===== src/rtl/spi_slave_gen2.sv =====
// SPI slave frame engine: 2-bit command + DATA_W payload per frame, one bit per clk while
// i_ss_n is low. Supports write, read-address and read-data frames with a tx handshake for
// read-back and abort detection on early slave-select release.
module spi_slave_gen2 #(
  parameter int unsigned DATA_W    = 8,
  parameter bit          LSB_FIRST = 1'b0
) (
  input  logic              i_clk,
  input  logic              i_rst,
  input  logic              i_ss_n,
  input  logic              i_mosi,
  output logic              o_miso,
  output logic [DATA_W+1:0] o_rx_data,
  output logic              o_rx_valid,
  input  logic [DATA_W-1:0] i_tx_data,
  input  logic              i_tx_valid,
  output logic              o_busy,
  output logic              o_frame_err
);

  localparam int unsigned FRAME_W = DATA_W + 2;
  localparam int unsigned CNT_W   = $clog2(FRAME_W + 1);

  localparam logic [CNT_W-1:0] FRAME_CNT = CNT_W'(FRAME_W);
  localparam logic [CNT_W-1:0] LAST_CNT  = CNT_W'(FRAME_W - 1);
  localparam logic [CNT_W-1:0] DATA_CNT  = CNT_W'(DATA_W);
  localparam logic [CNT_W-1:0] ONE_CNT   = CNT_W'(1);

  typedef enum logic [2:0] {
    StIdle,
    StChkCmd,
    StWrite,
    StReadAdd,
    StReadData,
    StTxShift
  } state_e;

  state_e              r_state, w_state_d;
  logic                r_rd_pending, w_rd_pending_d;
  logic [CNT_W-1:0]    r_bit_cnt, w_bit_cnt_d;
  // Holds all but the newest frame bit; the newest bit comes straight from i_mosi.
  logic [FRAME_W-2:0]  r_rx_sr, w_rx_sr_d;
  logic [DATA_W-1:0]   r_tx_sr, w_tx_sr_d;
  logic                r_miso, w_miso_d;
  logic [FRAME_W-1:0]  r_rx_data, w_rx_data_d;
  logic                r_rx_valid, w_rx_valid_d;
  logic                r_frame_err, w_frame_err_d;

  logic [FRAME_W-1:0]  w_frame;
  logic [FRAME_W-1:0]  w_rx_word;

  function automatic logic [DATA_W-1:0] reverse_bits(input logic [DATA_W-1:0] d);
    logic [DATA_W-1:0] r;
    for (int i = 0; i < DATA_W; i++) begin
      r[i] = d[DATA_W-1-i];
    end
    return r;
  endfunction

  // Frame as it would look with the current MOSI bit shifted in; payload always MSB-aligned.
  always_comb begin
    w_frame   = {r_rx_sr, i_mosi};
    w_rx_word = w_frame;
    if (LSB_FIRST) begin
      w_rx_word[DATA_W-1:0] = reverse_bits(w_frame[DATA_W-1:0]);
    end
  end

  // Next-state and datapath update for the frame FSM.
  always_comb begin
    w_state_d      = r_state;
    w_rd_pending_d = r_rd_pending;
    w_bit_cnt_d    = r_bit_cnt;
    w_rx_sr_d      = r_rx_sr;
    w_tx_sr_d      = r_tx_sr;
    w_miso_d       = r_miso;
    w_rx_data_d    = r_rx_data;
    w_rx_valid_d   = 1'b0;
    w_frame_err_d  = 1'b0;

    unique case (r_state)
      StIdle: begin
        w_miso_d    = 1'b0;
        w_bit_cnt_d = '0;
        if (!i_ss_n) begin
          w_state_d = StChkCmd;
        end
      end

      StChkCmd: begin
        if (i_ss_n) begin
          w_state_d     = StIdle;
          w_frame_err_d = 1'b1;
        end else begin
          w_rx_sr_d   = {{(FRAME_W-2){1'b0}}, i_mosi};
          w_bit_cnt_d = ONE_CNT;
          if (!i_mosi) begin
            w_state_d = StWrite;
          end else if (r_rd_pending) begin
            w_state_d = StReadData;
          end else begin
            w_state_d = StReadAdd;
          end
        end
      end

      StWrite, StReadAdd, StReadData: begin
        if (i_ss_n) begin
          w_state_d     = StIdle;
          w_miso_d      = 1'b0;
          w_frame_err_d = (r_bit_cnt != FRAME_CNT);
        end else if (r_bit_cnt != FRAME_CNT) begin
          w_rx_sr_d   = w_frame[FRAME_W-2:0];
          w_bit_cnt_d = r_bit_cnt + ONE_CNT;
          if (r_bit_cnt == LAST_CNT) begin
            w_rx_data_d  = w_rx_word;
            w_rx_valid_d = 1'b1;
            if (r_state == StReadAdd) begin
              w_rd_pending_d = 1'b1;
            end
          end
        end else if (r_state == StReadData && i_tx_valid) begin
          // First payload bit goes out right away; the rest is shifted from r_tx_sr.
          w_state_d   = StTxShift;
          w_bit_cnt_d = ONE_CNT;
          if (LSB_FIRST) begin
            w_miso_d  = i_tx_data[0];
            w_tx_sr_d = {1'b0, i_tx_data[DATA_W-1:1]};
          end else begin
            w_miso_d  = i_tx_data[DATA_W-1];
            w_tx_sr_d = {i_tx_data[DATA_W-2:0], 1'b0};
          end
        end
      end

      StTxShift: begin
        if (i_ss_n) begin
          w_state_d     = StIdle;
          w_miso_d      = 1'b0;
          w_frame_err_d = (r_bit_cnt != DATA_CNT);
          if (r_bit_cnt == DATA_CNT) begin
            w_rd_pending_d = 1'b0;
          end
        end else if (r_bit_cnt != DATA_CNT) begin
          w_bit_cnt_d = r_bit_cnt + ONE_CNT;
          if (LSB_FIRST) begin
            w_miso_d  = r_tx_sr[0];
            w_tx_sr_d = {1'b0, r_tx_sr[DATA_W-1:1]};
          end else begin
            w_miso_d  = r_tx_sr[DATA_W-1];
            w_tx_sr_d = {r_tx_sr[DATA_W-2:0], 1'b0};
          end
        end else begin
          // Last bit has been on the line for a full cycle: read-back is complete.
          w_miso_d       = 1'b0;
          w_rd_pending_d = 1'b0;
        end
      end

      default: begin
        w_state_d = StIdle;
      end
    endcase
  end

  // FSM state register.
  always_ff @(posedge i_clk) begin
    if (i_rst) begin
      r_state <= StIdle;
    end else begin
      r_state <= w_state_d;
    end
  end

  // Datapath and output registers.
  always_ff @(posedge i_clk) begin
    if (i_rst) begin
      r_rd_pending <= 1'b0;
      r_bit_cnt    <= '0;
      r_rx_sr      <= '0;
      r_tx_sr      <= '0;
      r_miso       <= 1'b0;
      r_rx_data    <= '0;
      r_rx_valid   <= 1'b0;
      r_frame_err  <= 1'b0;
    end else begin
      r_rd_pending <= w_rd_pending_d;
      r_bit_cnt    <= w_bit_cnt_d;
      r_rx_sr      <= w_rx_sr_d;
      r_tx_sr      <= w_tx_sr_d;
      r_miso       <= w_miso_d;
      r_rx_data    <= w_rx_data_d;
      r_rx_valid   <= w_rx_valid_d;
      r_frame_err  <= w_frame_err_d;
    end
  end

  assign o_miso      = r_miso;
  assign o_rx_data   = r_rx_data;
  assign o_rx_valid  = r_rx_valid;
  assign o_busy      = (r_state != StIdle);
  assign o_frame_err = r_frame_err;

endmodule


===== config.mk =====
export PLATFORM = sky130hd
export DESIGN_NAME = spi_slave_gen2
export DESIGN_NICKNAME = d
export VERILOG_FILES = /design/src/rtl/spi_slave_gen2.sv
export SDC_FILE = /design/constraint.sdc
export NUM_CORES = 1
export LEC_CHECK = 0
export BUFFER_PORTS_ARGS = -buffer_cell sky130_fd_sc_hd__buf_2
export CAP_MARGIN = 25
export CORE_MARGIN = 5
export CORE_UTILIZATION = 47
export CTS_CLUSTER_SIZE = 24
export DETAILED_ROUTE_END_ITERATION = 8
export GPL_TIMING_DRIVEN = 0
export PLACE_DENSITY_LB_ADDON = 0.08
export RECOVER_POWER = 50
export SLEW_MARGIN = 20
export SYNTH_ARGS = -nofsm -noshare
export SYNTH_HDL_FRONTEND = slang
export SYNTH_SLANG_ARGS = --single-unit

===== constraint.sdc =====
create_clock -name i_clk -period 2.16 [get_ports i_clk]
set_input_delay 0.216 -clock i_clk [delete_from_list [all_inputs] [get_ports i_clk]]
set_output_delay 0.216 -clock i_clk [all_outputs]
set_load 0.005 [all_outputs]

# After elaboration in Yosys (flattened, before gate mapping)
# Cells that the tools add are included.
dict set report classes {
  addsub 1
  n_eq_ne 25
  n_mux 45
  bitwise_logic 3
  n_reduce_logical 16
}
# operator count
set ops {}
lappend ops {{8-bit two-way mux} 5}
lappend ops {{9-bit two-way mux} 3}
lappend ops {{3-bit two-way mux} 8}
lappend ops {{4-bit two-way mux} 6}
lappend ops {{2-bit inequality test (second input constant)} 11}
lappend ops {{9-bit one-hot mux with 2 select lines} 1}
lappend ops {{1-bit two-way mux} 16}
lappend ops {{4-bit one-hot mux with 4 select lines} 1}
lappend ops {{8-bit one-hot mux with 2 select lines} 1}
lappend ops {{3-bit inequality test (second input constant)} 5}
lappend ops {{3-bit one-hot mux with 4 select lines} 1}
lappend ops {{4-bit AND reduction} 3}
lappend ops {{6-bit AND reduction} 2}
lappend ops {{4-bit equality test (second input constant)} 2}
lappend ops {{4-bit inequality test (second input constant)} 2}
lappend ops {{7-bit AND reduction} 1}
lappend ops {{3-bit by 2-bit equality test with 1-bit output (second input constant)} 2}
lappend ops {{3-bit equality test (second input constant)} 2}
lappend ops {{1-bit one-hot mux with 3 select lines} 2}
lappend ops {{3-bit nonzero test} 2}
lappend ops {{4-bit by 1-bit adder with 4-bit output (second input constant)} 1}
lappend ops {{2-bit nonzero test} 2}
lappend ops {{4-bit nonzero test} 1}
lappend ops {{4-bit OR reduction} 1}
lappend ops {{7 further kinds} 9}
dict set report totals {
  regBits 38
  in_bits 13
  wordCells 99
}

# Longest topological paths before layout
dict set report logic_depth {
  depth_word 6
  ltp_mapped 8
}

# Least setup slack after synthesis
# Ideal clock, no wire load.
dict set report synth_path {
  path_kind {register to register}
  start {register r_bit_cnt[0]}
  end {register r_tx_sr[4]}
  setup_time_ns 0.079
  t_arrival_ns 1.677
  t_required_ns 2.081
  slack_ns 0.404
  stages_incl_launch_ff 9
  path_buffers 1
  path_cell_list {dfxtp_1 -> inv_1 -> ha_1 -> and3b_1 -> o21ai_1 -> a211oi_4 -> buf_6 -> nor2_1 -> a211oi_2}
}
dict set report synth_between {
  elab_chain_cells 3
  word_cells_on_any_way 5
  cone_classes {eq/ne (4); reduce/logical (1)}
}
# element line
set synth_lines {}
lappend synth_lines {{start: declaration} 40} ;# logic [CNT_W-1:0] r_bit_cnt, w_bit_cnt_d;
lappend synth_lines {{start signal: assignment} 188} ;# r_bit_cnt <= w_bit_cnt_d;
lappend synth_lines {{4-bit inequality test (on tied branches)} {112, 144}}
lappend synth_lines {{2-bit inequality test (no line)} n/a}
lappend synth_lines {{6-bit AND reduction (no line) (*)} n/a}
lappend synth_lines {{end signal: assignment} 190} ;# r_tx_sr <= w_tx_sr_d;
lappend synth_lines {{end: declaration} 43} ;# logic [DATA_W-1:0] r_tx_sr, w_tx_sr_d;
# Mark *: on every way between the ends. The rest lies on a longest branch, timed or not.
# A chain may end at the register's enable or synchronous reset.

# Worst setup path in the final report
dict set report layout_path {
  start {register r_bit_cnt[0]}
  end {register r_tx_sr[5]}
}
# The elaborated chain is that of the path after synthesis.

==> summary.txt <==
STA
  – Period minus WS final: 1.985 ns
  – Hold_ws: 0.1817 ns
  – Slew Viols, Final: 0
  – Maximum clock frequency: just over 500 MHz
  – Final setup vio count: 0
  – TNS Setup: 0 ns
  – Final hold violations: 0
  – Clock Skews: 0.007616 ns
  – Fin crit share: 91.88%
  – RSZ-0062 raised after global routing: false
  – Slew margin rel.: around three fifths
  – Slew @ Worst Pin: 0.5738 ns

Clock network
  – Maximum buffer depth of the clock tree: 2
  – Post-CTS Hold Buffers: 0
  – Root buf cell: clkbuf_8
  – CTS sink cnt: 37
  – Clk_lat worst skew: 0.29 ns
  – H-tree Lvls: 2
  – TritonCTS clock tree: built
  – CTS buffer count: 5
  – Clock Pin Slew Worst Setup and Hold Paths: around 0.08 ns

Power
  – Power per cell area: 645.4 nW/µm²
  – Static Leak: 0.8127 nW
  – Sw frac: 27.34%
  – Cell internal pwr: 975.1 µW
  – Flop pwr share: between 50 and 60%
  – Clock power frac: 37.1%
  – Net switching power: ~370 µW
  – Logic gate share of total power: 10.5%
  – Total power: 1.342 mW
  – IR drop worst, VDD: 0.4756 mV

Logic synthesis
  – Syn Area/Cell: 9.530 µm²
  – Syn nets: 205
  – Most used DFF post-synth: dfxtp_1
  – Synth cell types: 47
  – Seq/Total Area, Yosys: 41.34%
  – Async SR Flop Fraction: 0%
  – Largest cells by area after synthesis: dfxtp_1 41%, mux2i_1 10%, nor2_1 4.8%, a22o_1 3.9%, ha_1 2.8%
  – Post-synthesis cell area: 1792 µm²
  – Top-area cell type share of the netlist area: 41.34%
  – Cells after Synth: around 190
  – Seq cells post-synth: 37
  – Yosys Warn Count: 0
  – Yosys top cell by area: dfxtp_1
  – Post-synth EDFFs: 0

Floorplan
  – Core box area: ~3700 µm²
  – Die area: 5147 µm²
  – FP Rows: 22
  – Die Ht: 71.74 µm
  – # IOs: 27
  – Width of the die: 71.74 µm
  – Initial core utilization: around half

Detailed routing
  – Vias per cell: 5.596
  – Via count: 1511
  – DRT iter0 DRCs: 132
  – DRT antenna net count: 0
  – WL/cell: 15.06 µm
  – Drt total wl: 4067 µm
  – # DRC: 0
  – Number of iterations in the first detailed-routing pass: 4

Worst setup path
  – Critical Path AT: roughly 2.2 ns
  – Slowest-stage cell, CP: a211oi_4
  – Crit path largest cell delay: 0.38 ns
  – CP Buf/Inv Count: 2
  – Worst EP required: 2.37 ns
  – Crit-path max FO: 10
  – Crit path cell chain: inv_1 -> ha_1 -> and3b_2 -> o21ai_1 -> a211oi_4 -> buf_6 -> nor2_1 -> a211oi_2
  – CP endpoint kind: register
  – WS Path Type: register to register
  – Delay-heaviest family, CP: compound AO/OA/AOI/OAI gates
  – Crit start category: register

Global routing
  – GRT Resource Usage Total: 16.88%
  – Vias in the first global route: 1491
  – Grt ovf: 0
  – Antenna violations before repair: 0
  – First-pass GRT wire length: 6948 µm
  – Pin count of the biggest net entering global routing: 14

Min path
  – Worst hold path class: primary input to register

Outcome
  – Outcome: finished, final reports clean

Finish
  – Layout Nets: about 240
  – Most frequent cells in the layout: 37 x dfxtp_1, 23 x nor2_1, 20 x buf_2
  – Commonest non-fill, non-tap cell in the layout: dfxtp_1
  – Ant diodes: 0
  – Layout Utilization: 56.38%
  – Ratio of cells with drive above 1 in the final layout: just over 20%
  – Area delta synth->final: 16.06%

Flow run
  – Max-cap check violation count: 0

Placement
  – Number of port buffers: 25
  – Post-detail-place hpwl: 2937 µm
  – GP Congestion: around 0.9
## final cells by class
class	count	area, µm²
Fill cell	349	1609
Clock buffer	5	68.82
Inverter	6	22.52
Clock inverter	3	21.27
Sequential cell	37	740.7
Buffer	12	63.81
Timing Repair Buffer	26	136.4
Tap cell	48	60.06
Multi-Input combinational cell	133	965.9
## through the flow
step / setup slack, ns / std cells / area (µm²)
finish: 0.1754 / 270 / 2079
global route: 0.03009 / 270 / 2079
CTS: 0.09640 / 269 / 2067
detailed placement: 0.1191 / 261 / 1977
global placement: 0.1906 / 261 / 1977
floorplan: 0.4039 / 188 / 1792
## cells in the mapped netlist, drive strengths merged (3+ instances only)
cell type and n:
mux2i 18, a211oi 9, nor3 4, buf 7, nand3b 5, dfxtp 37
inv 6, nor4 3, a22o 8, nand2 7, a21oi 6, nand4 3
nand3 5, clkbuf 5, o21ai 9, ha 4, nand2b 5, nor2 25
## metal layers
layer / track usage (%) / share of wire (%)
met1: 21.46 / 46
met2: 27.86 / 48
met3: 4.348 / 4.5
met4: 5.428 / 1.2
met5: 0 / 0
## power by group through the flow
stage	registers, mW	clock network, mW	logic [mW]
after global placement	0.718	0	0.136
after global routing	0.704	0.539	0.159
after CTS	0.702	0.505	0.141
final	0.702	0.498	0.141
after detailed placement	0.718	0	0.140
after floorplan	0.716	0	0.0983
## kinds of logic after synthesis
kind of cell	share of synthesized area [%]
adder cells (fa/ha/maj)	2.793
AND/OR/NAND/NOR	21.23
AO/OA/AOI/OAI	19.14
flip-flops	41.34
multiplexers	10.68
buffers and inverters	4.818
## what timing repair did
item | CTS | global route
resized for setup | 0 | 1
setup endpoints to repair | 0 | 9
buffers inserted | 0 | 1
## registers in the layout, summed over array words and instances (netlist names)
register	count
o_frame_err	1
r_state	3
r_bit_cnt	4
r_rd_pending	1
o_miso	1
o_rx_data	10
o_rx_valid	1
r_rx_sr	9
r_tx_sr	7
## worst min-delay path, stage by stage
cell,delay [ns]
buf_2,0.09
nand3_1,0.05
a21oi_1,0.06
## final timing paths
kind         slack, ns  depth (start not counted)    endpoint         start
min reg2reg       0.48                          1  r_rx_sr[8]    r_rx_sr[8]
max               0.18                          8  r_tx_sr[5]  r_bit_cnt[0]
max reg2reg       0.18                          8  r_tx_sr[5]  r_bit_cnt[0]
min               0.18                          3  r_tx_sr[1]  i_tx_data[0]
Note: power is estimated with default switching activity, not from simulation.
